## src/rtl/sr_sw_ram_arb_pkg.sv

```systemverilog
// Shared helpers for the single-read/single-write RAM arbiter.
// Holds the one-hot-to-index function and the response reset value.
package sr_sw_ram_arb_pkg;

  localparam int MAX_REQ    = 32;
  localparam int RESET_DATA = 0;

  function automatic int oh2idx(input logic [MAX_REQ-1:0] oh);
    int idx;
    idx = 0;
    for (int i = 0; i < MAX_REQ; i++) begin
      if (oh[i]) idx = i;
    end
    return idx;
  endfunction

endpackage

```

## src/rtl/rr_arbiter.sv

```systemverilog
// Round-robin arbiter: scans from ptr upward, first valid wins.
// Ports: clk, rst_n, valid[NUM_REQ] in, one-hot grant[NUM_REQ] out.
module rr_arbiter #(
  parameter int NUM_REQ = 4,
  localparam int IW = (NUM_REQ > 1) ? $clog2(NUM_REQ) : 1
) (
  input  logic               clk,
  input  logic               rst_n,
  input  logic [NUM_REQ-1:0] valid,
  output logic [NUM_REQ-1:0] grant
);

  logic [IW-1:0] ptr;
  logic [IW-1:0] ptr_nxt;
  logic          hit;
  int            j;

  always_comb begin
    grant   = '0;
    ptr_nxt = ptr;
    hit     = 1'b0;
    j       = 0;
    for (int i = 0; i < NUM_REQ; i++) begin
      j = int'(ptr) + i;
      if (j >= NUM_REQ) j = j - NUM_REQ;
      if (!hit && valid[IW'(j)]) begin
        hit            = 1'b1;
        grant[IW'(j)]  = 1'b1;
        ptr_nxt        = (j == NUM_REQ - 1) ? '0 : IW'(j + 1);
      end
    end
    if (!rst_n) begin
      grant   = '0;
      ptr_nxt = ptr;
    end
  end

  always_ff @(posedge clk or negedge rst_n) begin
    if (!rst_n) ptr <= '0;
    else        ptr <= ptr_nxt;
  end

endmodule

```

## src/rtl/sr_sw_ram_arbiter.sv

```systemverilog
// Shares one 1R/1W RAM between NUM_REQ clients; independent RR per port.
// Ports: wr/rd valid+addr(+data) in, one-hot ready out, registered
// one-hot rd_resp_valid + rd_resp_data, combinational ram_* drive.
// Macro SR_SW_RAM_ARB_BYPASS_EN: same-address write-to-read forwarding.
module sr_sw_ram_arbiter
  import sr_sw_ram_arb_pkg::*;
#(
  parameter int NUM_REQ       = 4,
  parameter int DATA_WIDTH    = 8,
  parameter int DEPTH         = 4,
  parameter int ADDRESS_WIDTH = $clog2(DEPTH),
  parameter int ID_WIDTH      = $clog2(NUM_REQ)
) (
  input  logic                             clk,
  input  logic                             rst_n,
  input  logic [NUM_REQ-1:0]               wr_valid,
  input  logic [NUM_REQ*ADDRESS_WIDTH-1:0] wr_addr,
  input  logic [NUM_REQ*DATA_WIDTH-1:0]    wr_data,
  output logic [NUM_REQ-1:0]               wr_ready,
  input  logic [NUM_REQ-1:0]               rd_valid,
  input  logic [NUM_REQ*ADDRESS_WIDTH-1:0] rd_addr,
  output logic [NUM_REQ-1:0]               rd_ready,
  output logic [NUM_REQ-1:0]               rd_resp_valid,
  output logic [DATA_WIDTH-1:0]            rd_resp_data,
  output logic                             ram_chip_select,
  output logic                             ram_write_enable,
  output logic [ADDRESS_WIDTH-1:0]         ram_write_addr,
  output logic [DATA_WIDTH-1:0]            ram_write_data,
  output logic                             ram_read_enable,
  output logic [ADDRESS_WIDTH-1:0]         ram_read_addr,
  input  logic [DATA_WIDTH-1:0]            ram_read_data
);

  logic [NUM_REQ-1:0]       wgnt;
  logic [NUM_REQ-1:0]       rgnt;
  logic [ID_WIDTH-1:0]      widx;
  logic [ID_WIDTH-1:0]      ridx;
  logic [ADDRESS_WIDTH-1:0] wa [NUM_REQ];
  logic [ADDRESS_WIDTH-1:0] ra [NUM_REQ];
  logic [DATA_WIDTH-1:0]    wd [NUM_REQ];
  logic [DATA_WIDTH-1:0]    resp_nxt;

  for (genvar i = 0; i < NUM_REQ; i++) begin : g_unpack
    assign wa[i] = wr_addr[i*ADDRESS_WIDTH +: ADDRESS_WIDTH];
    assign ra[i] = rd_addr[i*ADDRESS_WIDTH +: ADDRESS_WIDTH];
    assign wd[i] = wr_data[i*DATA_WIDTH +: DATA_WIDTH];
  end

  rr_arbiter #(.NUM_REQ(NUM_REQ)) u_wr_arb (
    .clk   (clk),
    .rst_n (rst_n),
    .valid (wr_valid),
    .grant (wgnt)
  );

  rr_arbiter #(.NUM_REQ(NUM_REQ)) u_rd_arb (
    .clk   (clk),
    .rst_n (rst_n),
    .valid (rd_valid),
    .grant (rgnt)
  );

  assign widx = ID_WIDTH'(oh2idx(MAX_REQ'(wgnt)));
  assign ridx = ID_WIDTH'(oh2idx(MAX_REQ'(rgnt)));

  assign wr_ready         = wgnt;
  assign rd_ready         = rgnt;
  assign ram_write_enable = |wgnt;
  assign ram_read_enable  = |rgnt;
  assign ram_chip_select  = ram_write_enable | ram_read_enable;
  assign ram_write_addr   = ram_write_enable ? wa[widx] : '0;
  assign ram_write_data   = ram_write_enable ? wd[widx] : '0;
  assign ram_read_addr    = ram_read_enable  ? ra[ridx] : '0;

  // The write lands at the clock edge, so the RAM read path sees the
  // old word; forwarding swaps in the word being written.
  always_comb begin
    resp_nxt = ram_read_data;
`ifdef SR_SW_RAM_ARB_BYPASS_EN
    if (ram_write_enable && ram_write_addr == ram_read_addr)
      resp_nxt = ram_write_data;
`endif
  end

  always_ff @(posedge clk or negedge rst_n) begin
    if (!rst_n) begin
      rd_resp_valid <= '0;
      rd_resp_data  <= DATA_WIDTH'(RESET_DATA);
    end else begin
      rd_resp_valid <= rgnt;
      if (ram_read_enable) rd_resp_data <= resp_nxt;
    end
  end

endmodule

```

## config.mk

```make
export PLATFORM = sky130hd
export DESIGN_NAME = sr_sw_ram_arbiter
export DESIGN_NICKNAME = d
export VERILOG_FILES = /design/src/rtl/sr_sw_ram_arb_pkg.sv /design/src/rtl/rr_arbiter.sv /design/src/rtl/sr_sw_ram_arbiter.sv
export SDC_FILE = /design/constraint.sdc
export NUM_CORES = 1
export LEC_CHECK = 0
export ABC_AREA = 1
export CAP_MARGIN = 20
export CORE_MARGIN = 2
export CORE_UTILIZATION = 40
export DETAILED_ROUTE_END_ITERATION = 12
export DONT_BUFFER_PORTS = 1
export SYNTH_ARGS = -nofsm -noshare
export SYNTH_HDL_FRONTEND = slang
export SYNTH_SLANG_ARGS = --single-unit
```

## constraint.sdc

```tcl
create_clock -name clk -period 3 [get_ports clk]
set_input_delay 0.3 -clock clk [delete_from_list [all_inputs] [get_ports clk]]
set_output_delay 0.3 -clock clk [all_outputs]
set_load 0.02 [all_outputs]
```

==> results of run 1 <==
-- logic make-up after synthesis --
| kind of cell | count (synthesis) | synth area share |
|---|---|---|
| XOR/XNOR | 1 | 0.00361 |
| flip-flops | 16 | 0.165 |
| buffers and inverters | 80 | 0.144 |
| adder cells (fa/ha/maj) | 16 | 0.0825 |
| AO/OA/AOI/OAI | 56 | 0.134 |
| AND/OR/NAND/NOR | 227 | 0.471 |
-- cell usage in the layout, fill, tap and decap left out, types with 3 or more instances in the layout --
cell	netlist	routed
o21ai_0	18	18
dfrtp_1	16	15
nand3_1	35	34
buf_4	0	26
inv_1	63	61
nand3b_1	12	12
nor2_1	16	15
clkbuf_8	0	4
ha_1	16	14
o211ai_1	3	3
nand2_2	10	12
o21ai_1	8	8
nand4_1	3	3
inv_2	6	8
o21ai_2	3	3
nand2_1	127	124
nand3_2	5	7
a21oi_1	18	18
nor2_2	5	5
nand2_4	6	6
-- cell usage after synthesis, drive strengths merged --
cell type	number
inv	70
nand3b	12
nand2	143
o221ai	1
o211ai	5
ha	16
buf	8
nand3	42
clkinv	2
nor3	2
a21oi	19
nor2	23
nand4	5
dfrtp	16
o21ai	29
o22ai	1
xor2	1
a31oi	1
-- power by group through the flow --
stage / sequential [W] / clock [W] / combinational, W
3_3_place_gp: 0.000505 / 0 / 0.00302
6_report: 0.000491 / 0.000196 / 0.00336
4_1_cts: 0.000504 / 0.000203 / 0.00316
5_1_grt: 0.000501 / 0.000211 / 0.00374
3_5_place_dp: 0.000506 / 0 / 0.00304
2_1_floorplan: 0.000504 / 0 / 0.00239
-- cell type report --
class	count	area (um^2)	share of cell area
multi-input combinational	302	1760	0.623
inverter	72	273	0.0963
tap	75	93.8	0.0331
sequential	16	402	0.142
timing repair buffer	29	245	0.0866
clock buffer	4	55.1	0.0194
-- final timing paths --
path / from / endpoint / slack (ns)
hold reg to reg: rd_resp_data[6] / rd_resp_data[6] / 0.62
min in group asynchronous: rst_n / rd_resp_valid[1] / 0.58
setup / recovery: u_wr_arb.ptr[1] / ram_write_data[6] / 0.15
max in group asynchronous: rst_n / u_rd_arb.ptr[1] / 1.88
setup reg to reg: u_rd_arb.ptr[0] / rd_resp_data[2] / 0.63
hold / removal: ram_read_data[1] / rd_resp_data[1] / 0.17
-- state kept, by name, summed over array words and instances (netlist names) --
signal / flops
u_rd_arb.ptr: 2
u_wr_arb.ptr: 2
rd_resp_valid: 4
rd_resp_data: 8
-- what timing repair did --
item,CTS,global route
pin swaps,1,4
hold endpoints to repair,16,0
resized for setup,7,9
setup buffers,2,9
setup endpoints to repair,13,14
hold buffers,1,0
cloned,0,2
-- routing by layer --
| layer | wire [um] | share of wire | vias to the layer above |
|---|---|---|---|
| li1 | - | - | 1312 |
| met1 | 2720 | 0.41 | 1174 |
| met2 | 3450 | 0.52 | 84 |
| met3 | 384 | 0.058 | 8 |
| met4 | 61 | 0.0092 | 0 |
| met5 | 0 | 0 | - |
-- per-stage QoR --
stage / cell area (um^2) / worst slack (ns)
6_report: 2830 / 0.154
5_1_grt: 2830 / -0.0194
4_1_cts: 2700 / 0.0222
3_5_place_dp: 2570 / 0.180
3_3_place_gp: 2570 / 0.248
2_1_floorplan: 2430 / 0.225
==> results_tabular.tex, run 1 <==
\begin{tabular}{lr}
\hline
Metric & Value \\
\hline
\multicolumn{2}{l}{\textbf{Run status}} \\
Result of the run & completed \\
\multicolumn{2}{l}{\textbf{Timing}} \\
Count of final setup violators & 0 \\
Clk\_skew & 0.00739 ns \\
Fmax & 351 MHz \\
Final hold violation count & 0 \\
Post-route fraction of the period consumed by the critical path & 0.949 \\
Final worst path period need & 2.85 ns \\
Worst slew margin & 0.466 \\
Total negative slack for setup checks & 0 ns \\
Post-route worst hold slack & 0.167 ns \\
Transition time of the tightest slew-check pin & 0.798 ns \\
Pins Over Slew Limit & 0 \\
\multicolumn{2}{l}{\textbf{Setup path}} \\
Slowest Stage Delay on Critical Path & 0.39 ns \\
Slowest CP cell & dfrtp\_1 \\
Required time at the endpoint of the critical path & 2.70 ns \\
Maximum fanout count along the critical path & 9 \\
Worst path cell trace & inv\_2 -> buf\_4 -> ha\_1 -> inv\_1 -> a21oi\_1 -> nand3\_1 -> nand2\_1 -> clkinv\_1 -> nand2\_1 -> inv\_1 -> nand2\_1 -> nand2\_2 -> nand2\_8 -> inv\_2 -> nand3\_2 -> inv\_2 -> a21oi\_1 -> buf\_4 \\
Number of gates on the worst path with buffers counted & 18 \\
Worst-case reg-to-reg path depth & 13 \\
Crit Path Category & reg2out \\
Capturing element type of the critical path & primary output \\
Total buffers and inverters traversed by the critical path & 8 \\
Family with the most delay on the worst path & buffers and inverters \\
Critical Path Start Type & flip-flop \\
CP arrival & 2.55 ns \\
\multicolumn{2}{l}{\textbf{CTS}} \\
Maximum root-to-sink buffer count & 2 \\
Clock tree from TritonCTS & yes \\
Latest clock arrival within the worst-skew pair & 0.25 ns \\
H-tree depth & 1 \\
TritonCTS Buffers & 3 \\
Clock Root Buffer & clkbuf\_8 \\
Total clock sinks & 16 \\
CTS clk-pin slew, worst paths & 0.07 ns \\
\multicolumn{2}{l}{\textbf{Flow run}} \\
Number of max-cap violations & 0 \\
\multicolumn{2}{l}{\textbf{Hold path}} \\
Instance count along the most critical hold path & 2 \\
HP Class & in2reg \\
\multicolumn{2}{l}{\textbf{Floorplan}} \\
Die span in y & 81.9 um \\
Number of core rows & 28 \\
Initial core utilization & 0.412 \\
Area enclosed by the die boundary & 6700 um\^{}2 \\
Number of placed I/O pins & 101 \\
Area of the core region & 5890 um\^{}2 \\
Width of the die & 81.9 um \\
\multicolumn{2}{l}{\textbf{Yosys}} \\
Yosys top cell area share & 0.196 \\
Number of distinct library cells after synthesis & 34 \\
Post-Syn Area per Cell & $\sim$6.1 um\^{}2 \\
Share of synthesized area occupied by flip-flops and latches & 0.165 \\
Synth Register Bits & 16 \\
Cell types with the largest area share after synthesis & nand2\_1 20\%, dfrtp\_1 17\%, inv\_1 9.7\% \\
Area of the mapped netlist & 2430 um\^{}2 \\
Most area-hungry cell type in the Yosys netlist & nand2\_1 \\
Post-synthesis cell count & 396 \\
Number of synthesis warnings & 0 \\
Number of nets in the synthesized netlist & approximately 480 \\
\multicolumn{2}{l}{\textbf{GRT}} \\
Met3 Resource Use GR & 0.0253 \\
GR Util met1 & 0.215 \\
GRT met2 Usage & 0.330 \\
Number of antenna violations at the first check in global routing & 0 \\
Global-route wire length before repair & 9730 um \\
Residual overflow from global routing & 0 \\
Largest net degree at the start of global routing & 24 \\
Layer with the highest usage after global routing & met2 \\
Via count of the first global-routing pass & 2246 \\
Tot GR Track Use & 0.180 \\
\multicolumn{2}{l}{\textbf{Drt}} \\
Count of TritonRoute iterations in the first routing pass & 4 \\
Vias after detailed routing & 2578 \\
Number of antenna-violating nets in the routed design & 0 \\
Total detailed-routing wirelength & roughly 6600 um \\
Count of unresolved DRC violations after routing & 0 \\
Via-to-Cell Ratio & 5.18 \\
DR iter-0 viols & 84 \\
WL/cell & 13.3 um \\
\multicolumn{2}{l}{\textbf{Finish}} \\
Number of nets in the layout & between 500 and 600 \\
Filler instances & 630 \\
Area delta synth->final & 16.7\% \\
Layout Cells excl Fill & 498 \\
Layout cells sized above 1 & 0.210 \\
Finished Core Util & 0.481 \\
Final antenna diode count & 0 \\
\multicolumn{2}{l}{\textbf{Power}} \\
Combinational cell fraction of total power & 0.830 \\
Net switching power & 0.00245 W \\
Clock group share of total power & 0.048 \\
Power density over cell area & 1430 nW/um\^{}2 \\
Switching Fraction & 0.606 \\
Largest voltage drop on the vdd net & 0.000823 V \\
Internal power & 0.00159 W \\
Final total power & between 0.004 and 0.005 W \\
Sequential power share & 0.121 \\
Leakage power summed over all cells & 1.56 nW \\
\multicolumn{2}{l}{\textbf{Placed design}} \\
Number of input and output port buffers inserted & 0 \\
Gp weighted congestion & $\sim$0.90 \\
Detailed-placement wirelength estimate & 4920 um \\
Placed Cells & 480 \\
\hline
\end{tabular}
No activity file was read; power rests on OpenSTA's default activity.
==> run 2, diff against run 1 <==
--- a/config.mk
+++ b/config.mk
@@ -5,12 +5,12 @@
 export SDC_FILE = /design/constraint.sdc
 export NUM_CORES = 1
 export LEC_CHECK = 0
-export ABC_AREA = 1
+export ABC_CLOCK_PERIOD_IN_PS = 3000
 export CAP_MARGIN = 20
 export CORE_MARGIN = 2
 export CORE_UTILIZATION = 40
 export DETAILED_ROUTE_END_ITERATION = 12
-export DONT_BUFFER_PORTS = 1
+export PLACE_DENSITY = 0.78
 export SYNTH_ARGS = -nofsm -noshare
 export SYNTH_HDL_FRONTEND = slang
 export SYNTH_SLANG_ARGS = --single-unit
==> run 2 against run 1 <==
  * Synthesized area down 11%
  * Combinational power up 38%
  * Final area is 53% higher
  * Global-route usage rose by 12 points
  * Worst hold slack improved by 0.36 ns
  * Sequential cell count unchanged
  * Non-clock buffer count grew 157
  * The run now ends with negative setup slack left
  * Synthesized cell count is 40% lower
  * Worst setup slack worse by 0.75 ns
  * Register-to-register slack lost 0.68 ns
  * Power grew 29%
  * Largest power group unchanged
  * Utilization is 36 points higher
==> results_tabular.tex, run 2 <==
\begin{tabular}{lr}
\hline
Metric & Value \\
\hline
\multicolumn{2}{l}{\textbf{Yosys}} \\
Adder and majority cell fraction of the synthesized area & 0.0928 (+0.0103) \\
Number of distinct library cells after synthesis & 61 (+79\%) \\
Synth Register Bits & 16 (unchanged) \\
Most frequently used flop master after synthesis & dfrtp\_1 \\
Fraction of the mapped netlist area in compound gates & 0.256 (+0.122) \\
Dominant combinational cell family by area after synthesis & compound AO/OA/AOI/OAI gates \\
Share of synthesized area occupied by flip-flops and latches & 0.186 (+0.0206) \\
Post-Syn Area per Cell & 9.03 um\^{}2 (+47\%) \\
Async set-or-reset flop fraction in the synthesized netlist & 1.00 (unchanged) \\
Portion of netlist area occupied by mux cells & 0.206 (+0.206) \\
Number of synthesis warnings & 0 (unchanged) \\
Synth top cells by count & 26 x nand2\_1, 16 x dfrtp\_1, 16 x ha\_1, 15 x a21oi\_1, 15 x o21ai\_0 \\
Number of enable-type register cells in the synthesized netlist & 0 (unchanged) \\
Yosys top cell area share & 0.186 (-0.0109) \\
Cell types with the largest area share after synthesis & dfrtp\_1 19\%, ha\_1 9.3\%, mux4\_2 7.3\% \\
Number of nets in the synthesized netlist & 321 (-33\%) \\
Simple-Gate Fraction of Synth Area & 0.189 (-0.282) \\
Most area-hungry cell type in the Yosys netlist & dfrtp\_1 \\
Post-synthesis cell count & 239 (-40\%) \\
Most repeated cell in the gate-level netlist after synthesis & nand2\_1 \\
Xor-xnor portion of the synthesized cell area & 0.00406 (+0.000450) \\
Area of the mapped netlist & 2160 um\^{}2 (-11\%) \\
\multicolumn{2}{l}{\textbf{CTS}} \\
H-tree depth & 1 (unchanged) \\
Maximum root-to-sink buffer count & 2 (unchanged) \\
TritonCTS Buffers & 3 (unchanged) \\
Clock Root Buffer & clkbuf\_8 \\
Clock tree from TritonCTS & yes \\
Latest clock arrival within the worst-skew pair & 0.26 ns (about the same) \\
Total clock sinks & 16 (unchanged) \\
CTS clk-pin slew, worst paths & 0.08 ns (about the same) \\
\multicolumn{2}{l}{\textbf{Setup path}} \\
Required time at the endpoint of the critical path & 2.70 ns (about the same) \\
Capturing element type of the critical path & primary output \\
CP arrival & 3.30 ns (+0.75 ns) \\
Crit Path Category & reg2out \\
Critical Path Start Type & flip-flop \\
Maximum fanout count along the critical path & 9 (unchanged) \\
\multicolumn{2}{l}{\textbf{Floorplan}} \\
Number of core rows & 26 (-7.1\%) \\
Die span in y & 77.4 um (-5.4\%) \\
Width of the die & 77.4 um (-5.4\%) \\
Area enclosed by the die boundary & 6000 um\^{}2 (-11\%) \\
Area of the core region & 5140 um\^{}2 (-13\%) \\
Initial core utilization & 0.420 (+0.00747) \\
Number of placed I/O pins & 101 (unchanged) \\
\multicolumn{2}{l}{\textbf{Drt}} \\
Routed length on met1 & 4070 um (+50\%) \\
DR iter-0 viols & 180 (+110\%) \\
Number of antenna-violating nets in the routed design & 0 (unchanged) \\
Count of TritonRoute iterations in the first routing pass & 5 (+1) \\
Via-to-Cell Ratio & 6.06 (+17\%) \\
WL/cell & 22.2 um (+67\%) \\
Count of unresolved DRC violations after routing & 0 (unchanged) \\
Total detailed-routing wirelength & 10800 um (+63\%) \\
Routed length on met2 & 5300 um (+53\%) \\
Top layer reached by signal wires & met4 \\
Met3 routed wirelength & 823 um (+110\%) \\
Vias after detailed routing & 2941 (+14\%) \\
\multicolumn{2}{l}{\textbf{Placed design}} \\
Gp weighted congestion & 0.858 (-4.4\%) \\
Detailed-placement wirelength estimate & 6670 um (+36\%) \\
Number of input and output port buffers inserted & 100 (+100) \\
Pre-CTS WS & -0.778 ns (-0.957 ns) \\
\multicolumn{2}{l}{\textbf{GRT}} \\
Number of antenna violations at the first check in global routing & 0 (unchanged) \\
Tot GR Track Use & 0.299 (+0.119) \\
Largest net degree at the start of global routing & 22 (-8.3\%) \\
Residual overflow from global routing & 0 (unchanged) \\
Via count of the first global-routing pass & 2867 (+28\%) \\
Global-route wire length before repair & 14600 um (+50\%) \\
\multicolumn{2}{l}{\textbf{Finish}} \\
Largest registers in the final layout & rd\_resp\_data x8, rd\_resp\_valid x4 \\
Register ranked first by flip-flop count & rd\_resp\_data \\
Most used cells in the layout excluding fill and tap cells & 77 x clkdlybuf4s50\_1, 76 x buf\_4, 24 x nand2\_1 \\
Flip-flop count of the largest register, all copies and words added & 8 (unchanged) \\
Number of nets in the layout & 498 (-1.6\%) \\
Most common library cell in the layout ignoring fill and taps & clkdlybuf4s50\_1 \\
Finished Core Util & 0.843 (+0.361) \\
Area delta synth->final & 101\% \\
Final antenna diode count & 0 (unchanged) \\
Layout cells sized above 1 & 0.480 (+0.269) \\
\multicolumn{2}{l}{\textbf{Timing}} \\
RSZ-0062 raised after global routing & yes \\
Post-route fraction of the period consumed by the critical path & 1.20 (+0.251) \\
Worst slew margin & 0.726 (+0.260) \\
Post-route worst hold slack & 0.528 ns (+0.362 ns) \\
Final worst path period need & 3.60 ns (+0.753 ns) \\
Transition time of the tightest slew-check pin & 0.409 ns (-0.390 ns) \\
Total negative slack for setup checks & -8.10 ns (-8.10 ns) \\
Count of final setup violators & 28 (+28) \\
Clk\_skew & 0.0102 ns (+0.00276 ns) \\
Fmax & 278 MHz (-21\%) \\
Crit path setup slack, layout & -0.598 ns (-0.753 ns) \\
Final hold violation count & 0 (unchanged) \\
Pins Over Slew Limit & 0 (unchanged) \\
\multicolumn{2}{l}{\textbf{Power}} \\
Largest voltage drop on the vdd net & 0.000634 V (-23\%) \\
Net switching power & 0.00247 W (+0.56\%) \\
Clock group share of total power & 0.038 (-0.010) \\
Switching Fraction & 0.472 (-0.134) \\
Power density over cell area & 1210 nW/um\^{}2 (-16\%) \\
Sequential power share & 0.076 (-0.045) \\
Combinational cell fraction of total power & 0.886 (+0.056) \\
Internal power & 0.00276 W (+73\%) \\
Leakage power summed over all cells & 1.79 nW (+15\%) \\
\multicolumn{2}{l}{\textbf{Flow run}} \\
Number of max-cap violations & 0 (unchanged) \\
\multicolumn{2}{l}{\textbf{Hold path}} \\
HP Class & reg2reg \\
\multicolumn{2}{l}{\textbf{Run status}} \\
Violated checks & negative setup slack \\
Result of the run & complete, but fails checks \\
\hline
\end{tabular}
==> run 2: cell count changes after synthesis, sizes merged, moves of 7 or more <==
cell,change
mux2i,+13
inv,-58
nand3,-37
mux2,+14
mux4,+7
nor2,-13
o21ai,-9
nand3b,-11
nand2,-117
==> run 2: layout make-up <==
class,instances,area [um^2]
Fill cell,274,810
Inverter,12,55.1
Clock buffer,4,55.1
Sequential cell,16,403
Tap cell,70,87.6
Timing Repair Buffer,186,1710
Multi-Input combinational cell,197,2020
==> run 2: final timing paths <==
kind / slack [ns] / cells past startpoint / to / start
max: -0.60 / 11 / ram_write_data[4] / u_wr_arb.ptr[0]
min: 0.53 / 1 / rd_resp_data[7] / rd_resp_data[7]
max reg2reg: -0.05 / 13 / rd_resp_data[3] / u_rd_arb.ptr[0]
min reg2reg: 0.53 / 1 / rd_resp_data[7] / rd_resp_data[7]
max in group asynchronous: 1.96 / 3 / u_wr_arb.ptr[0] / rst_n
min in group asynchronous: 0.80 / 3 / rd_resp_valid[1] / rst_n
==> run 2: critical path, stage by stage, from the launching register on <==
cell and delay [ns]:
dfrtp_2 0.39, buf_4 0.20, mux4_2 0.63, nor2b_2 0.21
a221oi_1 0.39, buf_4 0.21, o21ai_4 0.07, and3_4 0.19
buf_12 0.14, mux2i_4 0.18, a211oi_2 0.24, buf_4 0.19
==> run 2: power by group through the flow <==
stage / Combinational [W] / Clock, W / Sequential (W)
detailed placement: 0.00382 / 0 / 0.000390
floorplan: 0.00220 / 0 / 0.000505
finish: 0.00463 / 0.000200 / 0.000398
global placement: 0.00373 / 0 / 0.000381
CTS: 0.00411 / 0.000199 / 0.000387
global route: 0.00485 / 0.000212 / 0.000406
==> run 2: routing by layer <==
metal | track usage | vias to the layer above
met5 | 0 | -
met1 | 0.377 | 1397
met3 | 0.0430 | 58
li1 | - | 1284
met2 | 0.538 | 202
met4 | 0.0679 | 0
==> run 2: per-stage QoR <==
stage               total power [W]  area, um^2  cells
global placement            0.00411        3850    458
detailed placement          0.00421        3850    458
CTS                         0.00470        4140    479
finish                      0.00523        4330    485
global route                0.00546        4330    485
floorplan                   0.00270        2390    239
==> run 2: repair_timing <==
action,CTS,global route
endpoints found under the setup margin,23,31
setup buffers,16,6
pin swaps,16,10
hold buffers,0,0
gates cloned,1,0
resized for setup,125,43
==> run 2: kinds of logic (layout without fill, tap and decap cells) <==
family,Yosys count,in the layout
muxes,34,35
xor gates and xnor gates,1,1
buffers and inverters,27,202
adders and majority gates,16,16
DFF,16,16
AOI/OAI and AO/OA,77,77
and+or+nand+nor,68,68
==> run 3, diff against run 2 <==
--- a/config.mk
+++ b/config.mk
@@ -10,6 +10,7 @@
 export CORE_MARGIN = 2
 export CORE_UTILIZATION = 40
 export DETAILED_ROUTE_END_ITERATION = 12
+export MAX_ROUTING_LAYER = met4
 export PLACE_DENSITY = 0.78
 export SYNTH_ARGS = -nofsm -noshare
 export SYNTH_HDL_FRONTEND = slang
==> run 3 against run 2 <==
  * Cell count increased by 0.21%
  * Power increased by 1.3%
  * Non-clock buffer count increased by 1
  * Critical path depth increased by 1
  * Register-to-register slack got worse by 0.04 ns
  * Utilization increased by 0.95 points
  * The flow still finishes with violations (negative setup slack)
  * Worst hold slack got worse by 0.0070 ns
  * First-iteration DRC count increased by 8.3%
==> results_tabular.tex, run 3 (same netlist as run 2, synthesis figures left out) <==
\begin{tabular}{lr}
\hline
Metric & Value \\
\hline
\multicolumn{2}{l}{\textbf{Run status}} \\
Result of the run & complete, but fails checks \\
Violated checks & negative setup slack \\
\multicolumn{2}{l}{\textbf{GRT}} \\
Tot GR Track Use & 0.300 (+0.00132) \\
Via count of the first global-routing pass & 2805 (-2.2\%) \\
Global-route wire length before repair & 14200 um (-3.3\%) \\
Largest net degree at the start of global routing & 22 (unchanged) \\
Number of antenna violations at the first check in global routing & 0 (unchanged) \\
Residual overflow from global routing & 0 (unchanged) \\
\multicolumn{2}{l}{\textbf{Power}} \\
Switching Fraction & 0.471 (-0.000800) \\
Sequential power share & 0.076 (about the same) \\
Combinational cell fraction of total power & 0.885 (about the same) \\
Leakage power summed over all cells & 1.80 nW (+0.79\%) \\
Internal power & 0.00280 W (+1.5\%) \\
Power density over cell area & 1210 nW/um\^{}2 (+0.22\%) \\
Clock group share of total power & 0.039 (about the same) \\
Net switching power & 0.00250 W (+1.2\%) \\
Largest voltage drop on the vdd net & 0.000685 V (+8.1\%) \\
\multicolumn{2}{l}{\textbf{Hold path}} \\
HP Class & reg2reg \\
Instance count along the most critical hold path & 1 (unchanged) \\
\multicolumn{2}{l}{\textbf{CTS}} \\
H-tree depth & 1 (unchanged) \\
Post-CTS Hold Fix Bufs & 0 (unchanged) \\
Clock tree from TritonCTS & yes \\
Total clock sinks & 16 (unchanged) \\
CTS clk-pin slew, worst paths & 0.07 ns (about the same) \\
Maximum root-to-sink buffer count & 2 (unchanged) \\
Latest clock arrival within the worst-skew pair & 0.27 ns (about the same) \\
TritonCTS Buffers & 3 (unchanged) \\
Clock Root Buffer & clkbuf\_8 \\
\multicolumn{2}{l}{\textbf{Placed design}} \\
Placement-stage cell area & 3850 um\^{}2 (unchanged) \\
Number of input and output port buffers inserted & 100 (unchanged) \\
Detailed-placement wirelength estimate & 6490 um (-2.6\%) \\
Gp weighted congestion & 0.842 (-1.9\%) \\
\multicolumn{2}{l}{\textbf{Timing}} \\
Crit path setup slack, layout & -0.532 ns (+0.0657 ns) \\
Final worst path period need & 3.53 ns (-0.0657 ns) \\
Fmax & 283 MHz (+1.9\%) \\
Count of final setup violators & 29 (+3.6\%) \\
Transition time of the tightest slew-check pin & 0.501 ns (+0.0918 ns) \\
RSZ-0062 raised after global routing & yes \\
Final hold violation count & 0 (unchanged) \\
Pins Over Slew Limit & 0 (unchanged) \\
Post-route worst hold slack & 0.521 ns (-0.00699 ns) \\
Clk\_skew & 0.00421 ns (-0.00595 ns) \\
Worst slew margin & 0.666 (-0.0601) \\
Post-route fraction of the period consumed by the critical path & 1.18 (-0.0219) \\
\multicolumn{2}{l}{\textbf{Drt}} \\
WL/cell & 22.0 um (-0.89\%) \\
Number of antenna-violating nets in the routed design & 0 (unchanged) \\
Total detailed-routing wirelength & 10700 um (-0.69\%) \\
Via-to-Cell Ratio & 6.10 (+0.64\%) \\
Count of TritonRoute iterations in the first routing pass & 5 (unchanged) \\
Vias after detailed routing & 2966 (+0.85\%) \\
DR iter-0 viols & 195 (+8.3\%) \\
Count of unresolved DRC violations after routing & 0 (unchanged) \\
\multicolumn{2}{l}{\textbf{Setup path}} \\
Crit Path Category & reg2out \\
Required time at the endpoint of the critical path & 2.70 ns (about the same) \\
Critical Path Start Type & flip-flop \\
Maximum fanout count along the critical path & 5 (-4) \\
Worst-case reg-to-reg path depth & 11 (-2) \\
CP arrival & 3.23 ns (-0.07 ns) \\
Capturing element type of the critical path & primary output \\
\multicolumn{2}{l}{\textbf{Floorplan}} \\
Width of the die & 77.4 um (unchanged) \\
Number of placed I/O pins & 101 (unchanged) \\
Area enclosed by the die boundary & 6000 um\^{}2 (unchanged) \\
Area of the core region & 5140 um\^{}2 (unchanged) \\
Die span in y & 77.4 um (unchanged) \\
Number of core rows & 26 (unchanged) \\
Initial core utilization & 0.420 (unchanged) \\
\multicolumn{2}{l}{\textbf{Finish}} \\
Post-layout instance area & 4380 um\^{}2 (+1.1\%) \\
Layout cells sized above 1 & 0.486 (+0.00606) \\
Most common library cell in the layout ignoring fill and taps & clkdlybuf4s50\_1 \\
Final antenna diode count & 0 (unchanged) \\
Most used cells in the layout excluding fill and tap cells & 77 x clkdlybuf4s50\_1, 76 x buf\_4, 25 x buf\_6 \\
Flip-flop count of the largest register, all copies and words added & 8 (unchanged) \\
Register ranked first by flip-flop count & rd\_resp\_data \\
Area delta synth->final & 103\% \\
Largest registers in the final layout & rd\_resp\_data x8, rd\_resp\_valid x4 \\
Number of nets in the layout & 499 (+0.20\%) \\
\multicolumn{2}{l}{\textbf{Flow run}} \\
Number of max-cap violations & 0 (unchanged) \\
\hline
\end{tabular}
## run 3: final timing paths
kind,startpoint,end,slack [ns]
worst min register to register,rd_resp_data[1],rd_resp_data[1],0.52
max in group asynchronous,rst_n,u_wr_arb.ptr[1],1.94
min in group asynchronous,rst_n,u_rd_arb.ptr[0],0.82
worst min-delay path,rd_resp_data[1],rd_resp_data[1],0.52
worst max-delay path,u_wr_arb.ptr[0],ram_write_data[5],-0.53
worst max register to register,u_rd_arb.ptr[0],rd_resp_data[2],-0.09
## run 3: power groups by stage
stage	logic, W	clock network, W	registers, W
after floorplan	0.00220	0	0.000505
after global placement	0.00373	0	0.000382
after detailed placement	0.00379	0	0.000391
after CTS	0.00408	0.000200	0.000389
after global routing	0.00491	0.000218	0.000406
final	0.00469	0.000209	0.000401
## run 3: stage by stage
stage / power [W] / setup WS [ns] / cells / util / TNS, ns
2_1_floorplan: 0.00270 / -0.386 / 239 / - / -4.84
3_3_place_gp: 0.00411 / -0.643 / 458 / 0.748 / -9.52
3_5_place_dp: 0.00418 / -0.719 / 458 / 0.748 / -11.58
4_1_cts: 0.00467 / -0.354 / 478 / 0.807 / -4.26
5_1_grt: 0.00553 / -0.571 / 486 / 0.852 / -8.84
6_report: 0.00530 / -0.532 / 486 / 0.852 / -6.93
## run 3: cell type report
type | instances | area [um^2]
clock buffer | 4 | 55.1
fill | 241 | 761
inverter | 12 | 57.6
multi-input combinational | 197 | 2030
sequential | 16 | 403
tap | 70 | 87.6
timing repair buffer | 187 | 1750
## run 3: repair_timing
item / 4_1_cts / 5_1_grt
pin swaps: 11 / 18
buffers inserted: 15 / 8
cloned: 1 / 0
endpoints found under the setup margin: 23 / 31
gates resized for setup: 128 / 59
## run 3: critical path, cell delays in order, from the launching register on
cell,delay [ns]
dfrtp_2,0.40
inv_4,0.04
ha_4,0.26
mux4_2,0.58
buf_4,0.18
nor4b_4,0.28
nand2_1,0.15
a31oi_4,0.22
buf_6,0.16
nor4_4,0.06
buf_4,0.14
a211oi_2,0.26
buf_4,0.21
## run 3: layer usage
metal	global-route usage	up-vias	part of all wire
met5	-	-	0
li1	-	1282	-
met2	0.517	200	0.51
met4	0.104	0	0.049
met3	0.0756	52	0.085
met1	0.339	1432	0.36
